**config.mk**
```make
export PLATFORM = sky130hd
export DESIGN_NAME = parity_stream
export DESIGN_NICKNAME = d
export VERILOG_FILES = /design/src/rtl/parity_stream.sv
export SDC_FILE = /design/constraint.sdc
export NUM_CORES = 1
export LEC_CHECK = 0
export BUFFER_PORTS_ARGS = -buffer_cell sky130_fd_sc_hd__buf_2
export CAP_MARGIN = 15
export CORE_MARGIN = 1
export CORE_UTILIZATION = 52
export DETAILED_ROUTE_END_ITERATION = 8
export PLACE_DENSITY_LB_ADDON = 0.12
export SLEW_MARGIN = 20
export SYNTH_ARGS = -nofsm -noshare
export SYNTH_HDL_FRONTEND = slang
export SYNTH_SLANG_ARGS = --single-unit
```
**constraint.sdc**
```tcl
create_clock -name clk -period 1.7 [get_ports clk]
set_clock_uncertainty 0.05 [all_clocks]
set_input_delay 0.17 -clock clk [delete_from_list [all_inputs] [get_ports clk]]
set_output_delay 0.17 -clock clk [all_outputs]
set_load 0.01 [all_outputs]
```
**src/rtl/parity_stream.sv**
```systemverilog
// Streaming parity generator/checker: folds the masked parity of every word in a
// valid/ready frame and holds one registered result per frame until it is accepted.
module parity_stream #(
    parameter int               WIDTH = 8,
    parameter logic [WIDTH-1:0] MASK  = {WIDTH{1'b1}},
    parameter bit               ODD   = 1'b0,
    parameter int               CNT_W = 8
) (
    input  logic             clk,
    input  logic             rst,
    input  logic             in_valid,
    output logic             in_ready,
    input  logic [WIDTH-1:0] in_data,
    input  logic             in_last,
    input  logic             chk_en,
    input  logic             chk_par,
    output logic             out_valid,
    input  logic             out_ready,
    output logic             out_parity,
    output logic             out_error,
    output logic [CNT_W-1:0] out_count,
    output logic             out_ovf
);

    typedef enum logic [0:0] {
        ACCUM = 1'b0,
        HOLD  = 1'b1
    } state_t;

    localparam logic [CNT_W-1:0] CNT_MAX = {CNT_W{1'b1}};
    localparam logic [CNT_W-1:0] CNT_ONE = CNT_W'(1);

    function automatic logic masked_parity(input logic [WIDTH-1:0] d);
        return ^(d & MASK);
    endfunction

    state_t           state_r, state_s;
    logic             acc_r, acc_s;
    logic [CNT_W-1:0] cnt_r, cnt_s;
    logic             ovf_r, ovf_s;
    logic             out_valid_r, out_valid_s;
    logic             out_parity_r, out_parity_s;
    logic             out_error_r, out_error_s;
    logic [CNT_W-1:0] out_count_r, out_count_s;
    logic             out_ovf_r, out_ovf_s;

    logic             xfer_s;
    logic             cnt_at_max_s;
    logic [CNT_W-1:0] cnt_inc_s;
    logic             frame_par_s;

    assign in_ready     = (state_r == ACCUM);
    assign xfer_s       = in_valid & (state_r == ACCUM);
    assign cnt_at_max_s = (cnt_r == CNT_MAX);
    assign cnt_inc_s    = cnt_at_max_s ? CNT_MAX : (cnt_r + CNT_ONE);
    assign frame_par_s  = acc_r ^ masked_parity(in_data) ^ ODD;

    // Next-state and next-result logic for the accumulate/hold handshake.
    always_comb begin
        state_s      = state_r;
        acc_s        = acc_r;
        cnt_s        = cnt_r;
        ovf_s        = ovf_r;
        out_valid_s  = out_valid_r;
        out_parity_s = out_parity_r;
        out_error_s  = out_error_r;
        out_count_s  = out_count_r;
        out_ovf_s    = out_ovf_r;
        case (state_r)
            ACCUM: begin
                if (xfer_s && in_last) begin
                    out_parity_s = frame_par_s;
                    out_count_s  = cnt_inc_s;
                    out_ovf_s    = ovf_r | cnt_at_max_s;
                    out_error_s  = chk_en & (frame_par_s != chk_par);
                    out_valid_s  = 1'b1;
                    acc_s        = 1'b0;
                    cnt_s        = {CNT_W{1'b0}};
                    ovf_s        = 1'b0;
                    state_s      = HOLD;
                end else if (xfer_s) begin
                    acc_s = acc_r ^ masked_parity(in_data);
                    cnt_s = cnt_inc_s;
                    ovf_s = ovf_r | cnt_at_max_s;
                end else begin
                    state_s = ACCUM;
                end
            end
            HOLD: begin
                // out_valid is always high here, so out_ready alone completes the handshake.
                if (out_ready) begin
                    out_valid_s = 1'b0;
                    state_s     = ACCUM;
                end else begin
                    state_s = HOLD;
                end
            end
            default: begin
                state_s = ACCUM;
            end
        endcase
    end

    // State, accumulator and result registers.
    always_ff @(posedge clk or posedge rst) begin
        if (rst) begin
            state_r      <= ACCUM;
            acc_r        <= 1'b0;
            cnt_r        <= {CNT_W{1'b0}};
            ovf_r        <= 1'b0;
            out_valid_r  <= 1'b0;
            out_parity_r <= 1'b0;
            out_error_r  <= 1'b0;
            out_count_r  <= {CNT_W{1'b0}};
            out_ovf_r    <= 1'b0;
        end else begin
            state_r      <= state_s;
            acc_r        <= acc_s;
            cnt_r        <= cnt_s;
            ovf_r        <= ovf_s;
            out_valid_r  <= out_valid_s;
            out_parity_r <= out_parity_s;
            out_error_r  <= out_error_s;
            out_count_r  <= out_count_s;
            out_ovf_r    <= out_ovf_s;
        end
    end

    assign out_valid  = out_valid_r;
    assign out_parity = out_parity_r;
    assign out_error  = out_error_r;
    assign out_count  = out_count_r;
    assign out_ovf    = out_ovf_r;

endmodule
```
==> impl_results.md <==
* Status: finished, final reports clean
* Power Internal at 0.000947 W
* N_diodes at 0
* Layout cell share with drive strength beyond 1 at 28.7%
* Comb pwr share at 31.4%
* Fillers at 162
* R2r startpoint: acc_r
* CTS tree: built
* CP arrival at 1790 ps
* Area growth syn-to-layout at 19.3%
* Hold_sp: out_ready
* Design Power at between 0.001 and 0.0015 W
* Post-Synthesis Cells at 118
* DR vias at 1002
* IO Pins at 28
* Skew-Pair Late Insertion Delay at 300 ps
* Distinct cells, synth at 34
* Vias in the first global route at 950
* Final period util at 94.3%
* CP endpoint kind: flip-flop
* Die Area at 2470 um2
* Longest Clk Path Bufs at 2
* DRT iter0 DRCs at 17
* Hold Vio Cnt, Final at 0
* R2r endpoint: out_error
* Final WL at 2.44 mm
* Yosys top cell by area: dfrtp_1
* Commonest non-fill, non-tap cell in the layout: buf_2
* Initial antenna violation count at 0
* Cell Area, Synth at about 1200 um2
* Synth area leaders: dfrtp_1, xnor2_1, nand2_1
* Post-route ant nets at 0
* # DRC at 0
* Peak VDD IR at 0.757 mV
* Sequential power share at 50.6%
* Max_cap viols at 0
* Share of the synthesized area in the top cell type at 48.7%
* DR vias/cell at ~5.7
* Crit Path Category: reg2reg
* Hold path depth at 2
* RePlAce Congestion at 0.886
* Flop2flop setup slack at 100 ps
* WL/cell at 13.8 um
* Number of synthesized flops with an enable pin at 0
* Yosys reg bits at 23
* Final max-slew violation count at 0
* HPWL after DPL at about 1.7 mm
* Relative max-transition margin at 68.3%
* Critical Path Start Type: flip-flop
* Clock-pin slew on the worst setup and hold paths at 120 ps
* Clock power frac at 18.0%
* Pwr dens at 972 nW/um2
* Final setup viols at 0
* Period minus WS final at 1600 ps
* Worst-Margin Slew at 475 ps
* Die W at 49.7 um
* Largest net degree at the start of global routing at 24
* Clock root cell: clkbuf_4
* Async set-reset flop share out of synthesis at 100%
* Final #Nets at 167
* Drt first pass iters at 4
* Clock sink count at 23
* Seq/Total Area, Yosys at 48.7%
* Fmax at 624 MHz
* Overflow after GRT at 0
* Die Ht at 49.7 um
* Most frequent cells in the layout: buf_2, dfrtp_1, nand2_1
* Crit-path max FO at 2
* H-tree depth at 1
* Net Sw Frac at 30.9%
* All-Layer GR Usage at 21.8%
* Syn_nets at 134
* Syn. warnings at 0
* Placed Area at about 1400 um2
* Syn Area/Cell at 10.0 um2
* Worst Hold Class: in2reg
* TritonCTS Buffers at 3
* Starting density of the core at 57.8%
* R2R depth at 4
* Worst EP required at 1880 ps
* Main synth FF type: dfrtp_1
* Final instance area at about 1400 um2
* WHS Endpoint: state_r
* Row count at 16
* Core area at 2040 um2
* # port buffers at 27
* Switch Pwr at 0.000423 W
* Leak pwr at 0.689 nW
* First-pass GRT wire length at between 4 and 5 mm
==> worst max-delay path, stage by stage, from the launching register on <==
cell,delay (ps)
dfrtp_1,410
xnor2_1,180
xnor3_2,390
xnor3_1,350
o21ai_1,160
==> kinds of logic after synthesis <==
family / Yosys count / share of synthesized area [%]
and+or+nand+nor: 40 / 18.0
AOI/OAI and AO/OA: 34 / 17.9
DFF: 23 / 48.7
xor gates and xnor gates: 11 / 10.6
buffers and inverters: 9 / 3.71
adders and majority gates: 1 / 1.06
==> how the worst max path moves through the flow <==
stage / startpoint / end / slack (ps) / cells past startpoint
after floorplan: cnt_r[0] / cnt_r[7] / 120 / 5
after global placement: cnt_r[1] / cnt_r[7] / 160 / 5
after detailed placement: acc_r / out_error / 110 / 4
after CTS: acc_r / out_error / 80 / 4
after global routing: cnt_r[1] / cnt_r[1] / -10 / 5
final: acc_r / out_error / 100 / 4
==> cells in the mapped netlist, types with 2 or more instances <==
cell / instances
and3_1: 2
nor2b_1: 2
a21oi_1: 8
nand3_1: 3
inv_1: 2
nor2_1: 8
xnor2_1: 7
nand2_1: 15
xor2_1: 2
o21a_1: 2
buf_2: 2
o22a_1: 2
clkbuf_1: 4
dfrtp_1: 23
a31oi_1: 8
nor3_1: 2
o21ai_0: 6
o31ai_1: 4
==> sequential cells by signal, indices dropped and copies added (netlist names) <==
register and count:
acc_r 1, cnt_r 8, out_count 8, out_error 1, out_ovf 1, out_parity 1, out_valid 1, ovf_r 1
state_r 1
==> power by group through the flow <==
stage | registers [W] | logic [W] | clock network, W
floorplan | 0.000734 | 0.000254 | 0
global placement | 0.000699 | 0.000423 | 0
detailed placement | 0.000705 | 0.000433 | 0
CTS | 0.000693 | 0.000437 | 0.000250
global route | 0.000709 | 0.000475 | 0.000271
finish | 0.000693 | 0.000431 | 0.000246
==> per-layer routing <==
| layer | track usage, % | part of all wire (%) | vias up |
|---|---|---|---|
| met1 | 28.0 | 46 | 467 |
| met4 | 5.71 | 0.33 | 0 |
| li1 | - | - | 489 |
| met2 | 37.2 | 47 | 44 |
| met3 | 4.32 | 6.2 | 2 |
| met5 | 0 | 0 | - |
==> cell type report <==
type	count	area (um2)	share of cell area, %
repair buffers	35	198	14.0
well taps	27	33.8	2.40
inverters	2	7.51	0.533
clock buffers	4	26.3	1.87
flip-flops and latches	23	576	40.9
multi-input cells	86	568	40.3
==> metrics by stage <==
step	cells	setup TNS (ps)	setup WS [ps]	util, %	hold WS [ps]
after global placement	170	0	156	66.2	169
after global routing	177	-10.1	-10.1	69.0	25.6
after CTS	175	0	81.4	68.0	4.94
final	177	0	97.1	69.0	10.3
after detailed placement	170	0	107	66.2	170
after floorplan	118	0	116	-	122
==> timing repair <==
item / 4_1_cts / 5_1_grt
hold buffers: 1 / 0
resized for setup: 0 / 1
setup endpoints to repair: 0 / 2
endpoints found under the hold margin: 23 / 0
setup buffers: 0 / 2
(Power assumes the default switching activity.)
